--- src/rtl/mem_arb_pkg.sv ---
// Shared definitions for the memory arbiter slice.
//   arb_state_t : transaction sequencer states
//   req_id_t    : requester identity (data/TLB side vs instruction-cache side)
package mem_arb_pkg;

  typedef enum logic [1:0] {
    IDLE = 2'd0,
    BUSY = 2'd1,
    DONE = 2'd2
  } arb_state_t;

  typedef enum logic {
    REQ_TLB = 1'b0,
    REQ_IC  = 1'b1
  } req_id_t;

endpackage

--- src/rtl/mem_arbiter_rr_arb2.sv ---
// Two-input round-robin pick, purely combinational.
//   req[0]      : data-side (TLB) request
//   req[1]      : instruction-side request
//   last_grant  : side granted most recently
//   grant_id    : chosen side (valid only when grant_valid)
//   grant_valid : at least one request present
module rr_arb2
  import mem_arb_pkg::*;
(
  input  logic [1:0] req,
  input  req_id_t    last_grant,
  output req_id_t    grant_id,
  output logic       grant_valid
);

  always_comb begin
    grant_valid = |req;
    grant_id    = REQ_TLB;
    unique case (req)
      2'b10:   grant_id = REQ_IC;
      // On a tie the side that did not win last time goes first.
      2'b11:   grant_id = (last_grant == REQ_TLB) ? REQ_IC : REQ_TLB;
      default: grant_id = REQ_TLB;
    endcase
  end

endmodule

--- src/rtl/mem_arbiter.sv ---
// Shares one main-memory port between the data-side (TLB/tag miss) path and
// the instruction-cache miss path. Round-robin grant in IDLE, a fixed
// mem_latency-cycle BUSY phase, then a one-cycle DONE with serviceReady to
// the winner.
//   clk, reset            : clock, asynchronous active-low reset
//   *TlbArb / *ArbTlb     : data-side request, address, write, line, pulse, fill
//   *IcArb / *ArbIc       : instruction-side request, address, pulse, fill
//   memReq/Addr/We/Wdata  : memory transaction, stable through BUSY
//   memRdata              : memory read line, valid in the last BUSY cycle
module mem_arbiter
  import mem_arb_pkg::*;
#(
  parameter int unsigned cache_line_width = 256,
  parameter int unsigned addr_width       = 16,
  parameter int unsigned offset_bits      = 5,
  parameter int unsigned mem_latency      = 10
) (
  input  logic                        clk,
  input  logic                        reset,
  input  logic                        petitionTlbArb,
  input  logic [addr_width-1:0]       addrTlbArb,
  input  logic                        weTlbArb,
  input  logic [cache_line_width-1:0] wdataTlbArb,
  output logic                        serviceReadyArbTlb,
  output logic [cache_line_width-1:0] rdataArbTlb,
  input  logic                        petitionIcArb,
  input  logic [addr_width-1:0]       addrIcArb,
  output logic                        serviceReadyArbIc,
  output logic [cache_line_width-1:0] rdataArbIc,
  output logic                        memReq,
  output logic [addr_width-1:0]       memAddr,
  output logic                        memWe,
  output logic [cache_line_width-1:0] memWdata,
  input  logic [cache_line_width-1:0] memRdata
);

  localparam int unsigned CNT_W = $clog2(mem_latency) + 1;
  localparam logic [CNT_W-1:0] CNT_LAST = CNT_W'(mem_latency - 1);
  localparam logic [addr_width-1:0] LINE_MASK =
    {{(addr_width - offset_bits){1'b1}}, {offset_bits{1'b0}}};

  arb_state_t       state, state_nxt;
  req_id_t          last_grant;
  req_id_t          grant_id;
  req_id_t          pick_id;
  logic             pick_valid;
  logic [CNT_W-1:0] cnt;
  logic             last_beat;
  logic             grant_now;

  rr_arb2 u_rr_arb2 (
    .req         ({petitionIcArb, petitionTlbArb}),
    .last_grant  (last_grant),
    .grant_id    (pick_id),
    .grant_valid (pick_valid)
  );

  assign last_beat = (state == BUSY) && (cnt == CNT_LAST);
  assign grant_now = (state == IDLE) && pick_valid;

  always_ff @(posedge clk or negedge reset) begin
    if (!reset) state <= IDLE;
    else        state <= state_nxt;
  end

  always_comb begin
    state_nxt          = state;
    memReq             = 1'b0;
    serviceReadyArbTlb = 1'b0;
    serviceReadyArbIc  = 1'b0;
    unique case (state)
      IDLE: if (pick_valid) state_nxt = BUSY;
      BUSY: begin
        memReq = 1'b1;
        if (last_beat) state_nxt = DONE;
      end
      DONE: begin
        serviceReadyArbTlb = (grant_id == REQ_TLB);
        serviceReadyArbIc  = (grant_id == REQ_IC);
        state_nxt          = IDLE;
      end
      default: state_nxt = IDLE;
    endcase
  end

  // Requester inputs are captured only at grant; BUSY/DONE ignore them.
  always_ff @(posedge clk or negedge reset) begin
    if (!reset) begin
      last_grant  <= REQ_IC;
      grant_id    <= REQ_TLB;
      cnt         <= '0;
      memAddr     <= '0;
      memWe       <= 1'b0;
      memWdata    <= '0;
      rdataArbTlb <= '0;
      rdataArbIc  <= '0;
    end else begin
      if (grant_now) begin
        grant_id   <= pick_id;
        last_grant <= pick_id;
        cnt        <= '0;
        if (pick_id == REQ_TLB) begin
          memAddr  <= addrTlbArb & LINE_MASK;
          memWe    <= weTlbArb;
          memWdata <= wdataTlbArb;
        end else begin
          memAddr  <= addrIcArb & LINE_MASK;
          memWe    <= 1'b0;
          memWdata <= '0;
        end
      end else if (state == BUSY) begin
        cnt <= cnt + CNT_W'(1);
      end
      if (last_beat && !memWe) begin
        if (grant_id == REQ_TLB) rdataArbTlb <= memRdata;
        else                     rdataArbIc  <= memRdata;
      end
    end
  end

endmodule

--- config.mk ---
export PLATFORM = sky130hd
export DESIGN_NAME = mem_arbiter
export DESIGN_NICKNAME = d
export VERILOG_FILES = /design/src/rtl/mem_arb_pkg.sv /design/src/rtl/mem_arbiter_rr_arb2.sv /design/src/rtl/mem_arbiter.sv
export SDC_FILE = /design/constraint.sdc
export NUM_CORES = 1
export LEC_CHECK = 0
export BUFFER_PORTS_ARGS = -buffer_cell sky130_fd_sc_hd__buf_4
export CAP_MARGIN = 0
export CORE_AREA = 2 2 527 529
export DETAILED_ROUTE_END_ITERATION = 8
export DIE_AREA = 0 0 529 531
export MAX_ROUTING_LAYER = met4
export PLACE_DENSITY = 0.32
export SLEW_MARGIN = 20
export SYNTH_ARGS = -nofsm -noshare
export SYNTH_HDL_FRONTEND = slang
export SYNTH_SLANG_ARGS = --single-unit
--- constraint.sdc ---
create_clock -name clk -period 4.1 [get_ports clk]
set_clock_uncertainty 0.1 [all_clocks]
set_input_delay 0.41 -clock clk [delete_from_list [all_inputs] [get_ports clk]]
set_output_delay 0.41 -clock clk [all_outputs]
set_load 0.1 [all_outputs]
======== After elaboration in Yosys (flattened, before gate mapping) ========
Index checks and enable logic that the tools add are counted.
word-level totals
  flip-flop bits (word level) ............. 794
  input bits .............................. 549
  output and inout port bits .............. 788
operators by class
  $add $sub $neg .......................... 1
  eq/ne operators ......................... 7
  multiplexer cells ....................... 13
  bitwise logic cells ..................... 1
  reduce and logical (&&, ||, !) cells .... 10
operators with widths
  cell                                                             number
  256-bit 2-to-1 mux                                               1
  16-bit 2-to-1 mux                                                1
  5-bit 2-to-1 mux                                                 2
  2-bit == test, second input constant                             3
  2-bit AND reduction                                              3
  5-bit by 1-bit adder with 5-bit output, second input constant    1
  5-bit by 4-bit == test with 1-bit output, second input constant  1
  1-bit 2-to-1 mux                                                 5
  2-bit 2-to-1 mux                                                 2
  2-bit inequality test, second input constant                     2
  2-bit one-hot mux with 2 select lines                            1
  1-bit logical AND                                                3
  2-bit by 1-bit == test with 1-bit output, second input constant  1
  2-bit logical NOT                                                1
  1-bit one-hot mux with 2 select lines                            1
  2-bit nonzero test                                               1
  2-bit OR reduction                                               1
  1-bit logical NOT                                                1
  1-bit NOT                                                        1

======== Longest topological paths before layout ========
Gate-level depths: netlist of the first run.
  word-level depth ........................ 4
  mapped depth ............................ 8
  mapped depth without buffers ............ 5

======== By module ========
Synthesis of the first run repeated with hierarchy kept, for this count alone.
unflattened totals
  cells, all modules ...................... 2,295
  area total of the unflattened synthesis .. 30,743.2 µm²
by module, submodules not included
  module       times used  cells an instance  area an instance (µm²)  sequential area each (µm²)
  mem_arbiter  1           2,293              30,729.5                19,745.2
  rr_arb2      1           2                  13.8                    0.0

======== Least setup slack after synthesis of the first run ========
Ideal clock, no wire load.
  path kind ............................... reg-to-output
  from .................................... register state[0]
  to ...................................... output serviceReadyArbTlb
  arrival time ............................ 2,684 ps
  slack ................................... 906 ps
  cell stages (with the launch flop) ...... 2
  buffers on the path ..................... 0
  cells stage by stage .................... dfrtp_1 nor3b_1
between the ends
  longest elaborated chain between the ends .. 2
ends and longest elaborated chain
  what                    line               RTL
  from (decl)             mem_arbiter.sv:42  arb_state_t state, state_nxt;
  from (signal assigned)  mem_arbiter.sv:63  else state <= state_nxt;
  2-bit == test           mem_arbiter.sv:71  unique case (state)
  1-bit 2-to-1 mux        mem_arbiter.sv:71
  to (decl)               mem_arbiter.sv:24  output logic serviceReadyArbTlb,
Every way passes these cells.

======== Worst setup path after layout of the first run ========
  from .................................... register cnt[1]
  to ...................................... register rdataArbIc[132]
between the ends
  longest elaborated chain between the ends .. 4
ends and longest elaborated chain
  what                                      line                RTL
  from (decl)                               mem_arbiter.sv:47   logic [CNT_W-1:0] cnt;
  from (signal assigned)                    mem_arbiter.sv:112  cnt <= cnt + CNT_W'(1);
  5-bit by 4-bit == test with 1-bit output  mem_arbiter.sv:58   assign last_beat = (state == BUSY) && (cnt == CNT_LAST);
  1-bit logical AND                         mem_arbiter.sv:58
  1-bit logical AND                         mem_arbiter.sv:114  if (last_beat && !memWe) begin
  2-bit AND reduction (no line)             -
  to (signal assigned)                      mem_arbiter.sv:116  else rdataArbIc <= memRdata;
  to (decl)                                 mem_arbiter.sv:29   output logic [cache_line_width-1:0] rdataArbIc,
Every way passes these cells.
A chain may end at the register's enable or synchronous reset.

==> flow_metrics.env, run 1 <==
export IMPL_ff_latch_area_sq_um=19700
export IMPL_status="finished, final reports clean"
export IMPL_start_util_pct=10.9
export IMPL_yosys_top_cells_area="dfrtp_1 66%, mux2_4 12%, mux2_2 10%"
export IMPL_synthCells=1768
export IMPL_dp_cells=6646
export IMPL_finalHoldViolCount=0
export IMPL_rsz0062_at_grt="no"
export IMPL_async_flop_share_pct=100
export IMPL_chipHeight_um=531
export IMPL_post_cts_buffers=0
export IMPL_drtPass1Iterations=5
export IMPL_finalCritPeriodShare_pct=68.4
export IMPL_synthMuxAreaShare_pct=22.3
export IMPL_period_needed_ns=2.81
export IMPL_ant_nets=0
export IMPL_synth_compound_gate_area_share_pct=8.16
export IMPL_netlist_area_leader_share_pct=65.6
export IMPL_cpMostUsedCell="buf_12"
export IMPL_antenna_found_initial=14
export IMPL_setup_ws_ns=1.29
export IMPL_setup_worst_path_class="reg -> reg"
export IMPL_startpoint_type="register"
export IMPL_synth_edf_count=0
export IMPL_slowest_delay_ns=0.49
export IMPL_reg2reg_from="cnt[1]"
export IMPL_max_slew_margin_pct=31.8
export IMPL_ys_warn_count=0
export IMPL_grt_overflow_total=0
export IMPL_netlist_top_cells_count="788 x dfrtp_1, 273 x mux2_2, 258 x a22o_1"
export IMPL_crit_required_ns=4.63
export IMPL_viasPerCell=3.15
export IMPL_cts_buffer_depth=4
export IMPL_synth_top_family_by_area="multiplexers"
export IMPL_cts_clk_slew_worst_paths_ns=0.06
export IMPL_routed_wl_mm=162
export IMPL_coreArea_sq_um=275000
export IMPL_multi_input_area_sq_um=9440
export IMPL_ys_seq_elements=789
export IMPL_ios=1337
export IMPL_clk_latency_ns=0.81
export IMPL_syn_area_sq_um=30100
export IMPL_synth_cell_types=35
export IMPL_drive_above_1_share_pct=55.3
export IMPL_fin_tns_setup_ns=0
export IMPL_grt_max_degree=147
export IMPL_crit_start="cnt[1]"
export IMPL_routabilityCongestion=0.794
export IMPL_grt_pass1_wl_mm=218
export IMPL_fillerInstances=30000
export IMPL_tightest_slew_ns=1.02
export IMPL_via_count=23200
export IMPL_worst_ep_arrival_time_ns=3.34
export IMPL_cp_cell_sequence="inv_1 > ha_1 > nor4bb_1 > nand4b_1 > buf_12 > buf_12 > mux2_2"
export IMPL_synth_main_ff_cell="dfrtp_1"
export IMPL_hp_class="in -> async"
export IMPL_synth_fa_ha_area_share_pct=0.0832
export IMPL_postCtsHoldBufs=539
export IMPL_crit_slowest_cell="nand4b_1"
export IMPL_tritoncts="yes"
export IMPL_dp_hpwl_mm=127
export IMPL_place_ws_ns=1.20
export IMPL_cts_buffers=106
export IMPL_synth_simple_area_share_pct=0.749
export IMPL_cp_end_kind="register"
export IMPL_ys_seq_area_share_pct=65.6
export IMPL_cts_sinks=789
export IMPL_wl_per_cell_um=22.0
export IMPL_reg2reg_depth=7
export IMPL_worstPathMaxFanout=50
export IMPL_fin_cells=7375
export IMPL_yosys_area_share_xor_xnor_pct=0
export IMPL_port_buffers=1321
export IMPL_maxCapViolCount=0
export IMPL_grt_pass1_vias=25500
export IMPL_ctsRootBufferMaster="clkbuf_16"
export IMPL_placementRows=193
export IMPL_whs_ns=0.168
export IMPL_route_detailed_drc=0
export IMPL_yosysTopAreaCell="dfrtp_1"
export IMPL_cts_resized=0
export IMPL_finalNetCount=4237
export IMPL_finalMaxSlewViolations=0
export IMPL_grt_use_total_pct=11.4
export IMPL_fmax_mhz=356
export IMPL_fp_dieW_um=529
export IMPL_setup_viol=0
export IMPL_syn2layout_area_growth_pct=77.2
export IMPL_dieArea_sq_um=281000
export IMPL_drtIter0Drc=830
export IMPL_ctsHtreeMaxLevel=3
export IMPL_syn_avg_cell_area_sq_um=17.0
export IMPL_synth_most_common_cell="dfrtp_1"
==> flip-flops by register name, indices dropped and copies added, names as in the netlist <==
name / cells
grant_id: 1
rdataArbTlb: 256
state: 2
last_grant: 1
rdataArbIc: 256
memWdata: 256
cnt: 5
memWe: 1
memAddr: 11
==> stage by stage <==
step | util (%) | instance area, sq um
final | 19.4 | 53300
after global placement | 16.1 | 44400
after global routing | 19.4 | 53300
after CTS | 19.4 | 53300
after detailed placement | 16.1 | 44400
after floorplan | - | 30100
==> final timing paths <==
check | end | slack (ns)
min in group clk | memWdata[102] | 0.25
hold / removal | memWdata[153] | 0.17
hold reg to reg | rdataArbIc[140] | 0.40
max in group asynchronous | rdataArbIc[207] | 2.51
setup / recovery | rdataArbIc[132] | 1.29
setup reg to reg | rdataArbIc[132] | 1.29
==> placed cells by master (no fill, tap or decap), types with 2 or more instances in the layout <==
master and n:
mux2_4 240, mux2i_1 2, mux2_2 273, dlygate4sd3_1 539
inv_16 2, a21oi_1 11, a22o_1 258, diode_2 4
clkbuf_1 20, buf_12 20, clkinvlp_4 3, bufinv_16 3
nand2_1 22, nand4_1 2, clkinv_4 2, nor2_1 4
o21ai_0 9, or2_2 3, dfrtp_1 788, inv_1 2
conb_1 5, clkbuf_8 35, clkinv_2 14, clkbuf_16 106
buf_4 1370, a31oi_1 11, ha_1 2
==> critical path, delay by kind of cell, from the launching register on <==
family	cells	cell delay, ns
buffers and inverters	3	0.64
muxes	1	0.32
and+or+nand+nor	2	0.88
DFF	1	0.41
adders and majority gates	1	0.15
==> logic make-up after synthesis <==
| kind of cell | Yosys count |
|---|---|
| AND/OR/NAND/NOR | 43 |
| adder cells (fa/ha/maj) | 2 |
| AO/OA/AOI/OAI | 292 |
| multiplexers | 515 |
| buffers and inverters | 126 |
| other | 1 |
| flip-flops | 789 |
==> final cells by class <==
cell class / instances / area share, %
inverters: 2 / 0.0141
well taps: 3607 / 8.47
flip-flops and latches: 789 / 37.1
clock inverters: 25 / 0.507
diodes: 4 / 0.0188
clock buffers: 161 / 6.02
repair buffers: 1930 / 30.2
multi-input cells: 857 / 17.7
==> metal layers <==
layer | routed length (um) | vias to the layer above | GRT usage, % | part of all wire, %
li1 | - | 10300 | - | -
met1 | 62700 | 11700 | 12.6 | 39
met2 | 79100 | 1042 | 18.9 | 49
met3 | 16700 | 163 | 4.81 | 10
met4 | 3610 | 0 | 2.68 | 2.2
met5 | 0 | - | - | 0
Power of run 1 is not shown: default switching activity piles up to over one toggle a cycle in this logic, so the estimate is an artifact.
==> run 2, diff against run 1 <==
Settings changed: ABC_AREA set to 1, CORE_AREA 2 2 527 529 to 2 2 514 516, DIE_AREA 0 0 529 531 to 0 0 516 518, PLACE_DENSITY 0.32 to 0.34.
Clock period 4.1 ns to 2.8 ns, I/O delays scaled along.
==> run 2 against run 1 <==
Net effect:
- register-to-register slack lost 1.0 ns
- core utilization increased by 1.8 points
- fmax increased by 11%
- global-route usage grew 3.0 points
- hold slack better by 0.077 ns
- critical path depth stayed put
- die area decreased by 4.8%
==> flow_metrics.env, run 2 <==
export IMPL_dieArea_sq_um=267000
export IMPL_grt_pass1_vias=34500
export IMPL_slowest_delay_ns=0.57
export IMPL_fp_dieW_um=516
export IMPL_drtIter0Drc=1885
export IMPL_final_cell_mix="1,578 x nand2_1, 1,401 x buf_4, 787 x dfrtp_1"
export IMPL_fin_cells=8919
export IMPL_startpoint_type="register"
export IMPL_via_count=33100
export IMPL_rrSetupSlack_ns=0.27
export IMPL_reg2reg_depth=7
export IMPL_cts_clk_slew_worst_paths_ns=0.06
export IMPL_synth_main_ff_cell="dfrtp_1"
export IMPL_routed_wl_mm=194
export IMPL_grt_use_total_pct=14.4
export IMPL_syn_area_sq_um=32200
export IMPL_rsz0062_at_grt="no"
export IMPL_crit_slowest_cell="dlygate4sd3_1"
export IMPL_placementRows=188
export IMPL_crit_start="last_grant"
export IMPL_min_path_cells=4
export IMPL_clk_latency_ns=0.74
export IMPL_grt_overflow_total=0
export IMPL_dp_cells=8158
export IMPL_hp_class="in -> reg"
export IMPL_drive_above_1_share_pct=30.1
export IMPL_cts_buffers=104
export IMPL_ys_seq_area_share_pct=61.3
export IMPL_worstPathMaxFanout=52
export IMPL_cts_sinks=789
export IMPL_fillerInstances=29200
export IMPL_start_util_pct=12.3
export IMPL_period_needed_ns=2.53
export IMPL_cp_top_family="buffers and inverters"
export IMPL_syn2layout_area_growth_pct=72.3
export IMPL_post_cts_buffers=0
export IMPL_dp_hpwl_mm=143
export IMPL_drtPass1Iterations=7
export IMPL_finalHoldViolCount=0
export IMPL_layout_commonest_cell="nand2_1"
export IMPL_viasPerCell=3.71
export IMPL_grt_pass1_wl_mm=270
export IMPL_synth_edf_count=0
export IMPL_netlist_area_leader_share_pct=61.3
export IMPL_synth_most_common_cell="nand2_1"
export IMPL_port_buffers=1321
export IMPL_finalMaxSlewViolations=0
export IMPL_ctsHtreeMaxLevel=3
export IMPL_cts_buffer_depth=3
export IMPL_yosysTopAreaCell="dfrtp_1"
export IMPL_fin_tns_setup_ns=0
export IMPL_chipHeight_um=518
export IMPL_routabilityCongestion=0.884
export IMPL_route_detailed_drc=0
export IMPL_maxCapViolCount=0
export IMPL_ctsRootBufferMaster="clkbuf_16"
export IMPL_yosys_top_cells_area="dfrtp_1 61%, nand2_1 18%, nand4_1 10%"
export IMPL_r2r_end="memWdata[201]"
export IMPL_ff_latch_area_sq_um=19700
export IMPL_fin_util_pct=21.2
export IMPL_crit_required_ns=3.36
export IMPL_coreArea_sq_um=262000
export IMPL_cpMostUsedCell="nand2_1"
export IMPL_finalCritPeriodShare_pct=90.4
export IMPL_max_slew_margin_pct=35.4
export IMPL_tritoncts="yes"
export IMPL_tightest_slew_ns=0.969
export IMPL_status="finished, final reports clean"
export IMPL_wl_per_cell_um=21.7
export IMPL_multi_input_area_sq_um=10700
export IMPL_syn_avg_cell_area_sq_um=9.15
export IMPL_async_flop_share_pct=100
export IMPL_cp_num_buf_inv=3
export IMPL_fmax_mhz=395
export IMPL_crit_cells=7
export IMPL_synth_cell_types=25
export IMPL_ios=1337
export IMPL_finalNetCount=5860
export IMPL_setup_viol=0
export IMPL_setup_worst_path_class="reg -> reg"
export IMPL_netlist_top_cells_count="1,578 x nand2_1, 788 x dfrtp_1, 514 x nand4_1"
export IMPL_cp_cell_sequence="nand2_1 > nand2_8 > buf_12 > buf_4 > nand2_1 > o21ai_0 > dlygate4sd3_1"
export IMPL_ys_warn_count=0
export IMPL_grt_max_degree=130
export IMPL_reg_top3="memWdata (256), rdataArbIc (256), rdataArbTlb (256)"
export IMPL_cp_end_kind="register"
export IMPL_ys_seq_elements=789
export IMPL_worst_ep_arrival_time_ns=3.09
export IMPL_cp_endpoint="memWdata[201]"
export IMPL_antenna_found_initial=24
export IMPL_synthCells=3519
export IMPL_ant_nets=0
export IMPL_reg2reg_from="last_grant"
==> run 2: kinds of logic (layout without fill, tap and decap cells) <==
family | count (synthesis) | after routing | synth area share [%]
AND/OR/NAND/NOR | 2109 | 2109 | 28.6
AO/OA/AOI/OAI | 277 | 277 | 4.41
adder cells (fa/ha/maj) | 2 | 2 | 0.0777
other | 1 | 18 | 0.0116
buffers and inverters | 340 | 2208 | 5.49
XOR/XNOR | 1 | 1 | 0.0272
flip-flops | 789 | 789 | 61.3
==> run 2: worst min-delay path by stage <==
| stage | slack (ns) | startpoint | end |
|---|---|---|---|
| 6_report | 0.25 | memRdata[251] | rdataArbTlb[251] |
| 5_1_grt | 0.16 | memRdata[251] | rdataArbTlb[251] |
| 4_1_cts | 0.10 | memRdata[25] | rdataArbTlb[25] |
| 3_5_place_dp | 0.25 | reset | rdataArbIc[160] |
| 3_3_place_gp | 0.25 | reset | rdataArbIc[160] |
| 2_1_floorplan | -0.12 | reset | cnt[0] |
==> run 2: tightest hold or removal path, cell delays in order <==
cell	delay (ns)
dlygate4sd3_1	0.53
buf_4	0.11
nand4_1	0.08
nand2_1	0.06
==> run 2: cell type report <==
type	count	share of cell area (%)
clock buffers	155	5.62
clock inverters	33	0.772
diodes	13	0.0587
flip-flops and latches	789	35.6
inverters	20	0.169
repair buffers	2000	30.5
well taps	3515	7.93
multi-input cells	2394	19.3
==> run 2: per-layer routing <==
layer	share of wire [%]	vias to the layer above	track usage [%]
met5	0	-	-
met4	3.2	0	4.64
met3	9.1	233	4.91
met2	50	1259	24.4
met1	38	16200	15.6
li1	-	15400	-
==> run 2: metrics by stage <==
step           area, sq um  setup slack, ns  hold slack (ns)
2_1_floorplan        32200            0.304           -0.116
3_3_place_gp         46300            0.494            0.245
3_5_place_dp         46300            0.481            0.246
4_1_cts              55400           0.0314            0.104
5_1_grt              55400           0.0935            0.158
6_report             55500            0.269            0.245
==> run 2: repair_timing <==
item / 4_1_cts / 5_1_grt
hold buffers: 560 / 0
endpoints found under the hold margin: 1340 / 0
gates resized for setup: 0 / 1
setup endpoints to repair: 0 / 1
Power of run 2 is left out for the same reason.
==> run 3, diff against run 2 <==
Settings changed: ABC_AREA 1 to 0, CORE_AREA 2 2 514 516 to 2 2 527 529, DIE_AREA 0 0 516 518 to 0 0 529 531, PLACE_DENSITY 0.34 to 0.32.
==> run 3 against run 2 <==
Net effect:
- fmax fell by 2.3%
- critical path depth did not move
- via count fell by 30%
- sequential share of layout area rose by 1.1 points
- worst setup slack got worse by 0.059 ns
- global-route usage fell by 2.8 points
- highest routed layer unchanged
==> flow_metrics.env, run 3 (synthesis results as in run 1) <==
export IMPL_ios=1337
export IMPL_cp_end_kind="register"
export IMPL_routed_wl_mm=165
export IMPL_cp_cell_sequence="inv_1 > ha_1 > nor4bb_1 > nand4b_1 > buf_12 > buf_4 > mux2_2"
export IMPL_setup_worst_path_class="reg -> reg"
export IMPL_status="finished, final reports clean"
export IMPL_max_slew_margin_pct=56.9
export IMPL_worstPathMaxFanout=57
export IMPL_setup_viol=0
export IMPL_clk_latency_ns=0.79
export IMPL_start_util_pct=10.9
export IMPL_hp_class="in -> reg"
export IMPL_route_detailed_drc=0
export IMPL_dieArea_sq_um=281000
export IMPL_cp_top_family="simple AND/OR/NAND/NOR gates"
export IMPL_worst_ep_arrival_time_ns=3.16
export IMPL_multi_input_area_sq_um=9440
export IMPL_final_cell_mix="1,380 x buf_4, 788 x dfrtp_1, 551 x dlygate4sd3_1"
export IMPL_grt_max_degree=100
export IMPL_place_ws_ns=0.263
export IMPL_port_buffers=1321
export IMPL_fmax_mhz=386
export IMPL_rsz0062_at_grt="no"
export IMPL_maxCapViolCount=0
export IMPL_cts_clk_slew_worst_paths_ns=0.06
export IMPL_cts_sinks=789
export IMPL_fillerInstances=30000
export IMPL_fp_dieW_um=529
export IMPL_antenna_found_initial=19
export IMPL_setup_ws_ns=0.210
export IMPL_slowest_delay_ns=0.41
export IMPL_finalMaxSlewViolations=0
export IMPL_grt_overflow_total=0
export IMPL_drtPass1Iterations=5
export IMPL_period_needed_ns=2.59
export IMPL_reg_top3="memWdata (256), rdataArbIc (256), rdataArbTlb (256)"
export IMPL_placementRows=193
export IMPL_via_count=23300
export IMPL_finalCritPeriodShare_pct=92.5
export IMPL_cts_buffers=110
export IMPL_routabilityCongestion=0.809
export IMPL_tritoncts="yes"
export IMPL_cp_num_buf_inv=3
export IMPL_finalNetCount=4271
export IMPL_crit_required_ns=3.37
export IMPL_finalHoldViolCount=0
export IMPL_ctsHtreeMaxLevel=3
export IMPL_grt_pass1_wl_mm=221
export IMPL_wl_per_cell_um=22.2
export IMPL_startpoint_type="register"
export IMPL_cts_resized=0
export IMPL_ff_latch_area_sq_um=19700
export IMPL_coreArea_sq_um=275000
export IMPL_dp_hpwl_mm=131
export IMPL_grt_use_total_pct=11.6
export IMPL_fin_util_pct=19.5
export IMPL_fin_tns_setup_ns=0
export IMPL_grt_pass1_vias=25900
export IMPL_layout_commonest_cell="buf_4"
export IMPL_ctsRootBufferMaster="clkbuf_16"
export IMPL_cts_buffer_depth=4
export IMPL_viasPerCell=3.14
export IMPL_drtIter0Drc=785
export IMPL_chipHeight_um=531
export IMPL_ant_nets=0
export IMPL_tightest_slew_ns=0.646
export IMPL_drive_above_1_share_pct=55.1
export IMPL_crit_slowest_cell="dfrtp_1"
export IMPL_syn2layout_area_growth_pct=78.6
export IMPL_postCtsHoldBufs=551
export IMPL_post_cts_buffers=0
-- run 3: worst paths after layout --
kind	startpoint	end	slack, ns	cells after the start
worst max-delay path	cnt[1]	rdataArbIc[235]	0.21	7
worst min-delay path	wdataTlbArb[118]	memWdata[118]	0.12	3
worst max register to register	cnt[1]	rdataArbIc[235]	0.21	7
worst min register to register	rdataArbIc[229]	rdataArbIc[229]	0.40	1
max in group asynchronous	reset	rdataArbTlb[189]	1.56	4
min in group asynchronous	reset	memWdata[94]	0.30	3
-- run 3: area by class of cell --
cell class,count,share of cell area [%]
Clock buffer,169,6.06
Sequential cell,789,36.7
Antenna cell,7,0.0326
Inverter,2,0.0140
Timing Repair Buffer,1960,30.6
Tap cell,3607,8.40
Clock inverter,28,0.570
Multi-Input combinational cell,857,17.6
-- run 3: per-layer routing --
metal	wire length, um	vias to the layer above	part of all wire (%)	GRT usage [%]
met4	4310	0	2.6	3.41
met5	0	-	0	-
li1	-	10400	-	-
met3	17400	183	11	5.02
met2	81400	1055	49	19.5
met1	61700	11700	37	12.2
-- run 3: stage by stage --
| step | cell area (sq um) | hold WS (ns) | std cells |
|---|---|---|---|
| 2_1_floorplan | 30100 | -0.116 | 1772 |
| 3_3_place_gp | 44600 | 0.389 | 6664 |
| 3_5_place_dp | 44600 | 0.393 | 6664 |
| 4_1_cts | 53700 | 0.0249 | 7412 |
| 5_1_grt | 53700 | 0.0689 | 7418 |
| 6_report | 53700 | 0.119 | 7419 |
-- run 3: worst min-delay path, delay by kind of cell --
family / cells / cell delay, ns
buffers and inverters: 2 / 0.61
AO/OA/AOI/OAI: 1 / 0.11
Power of run 3 is left out for the same reason.
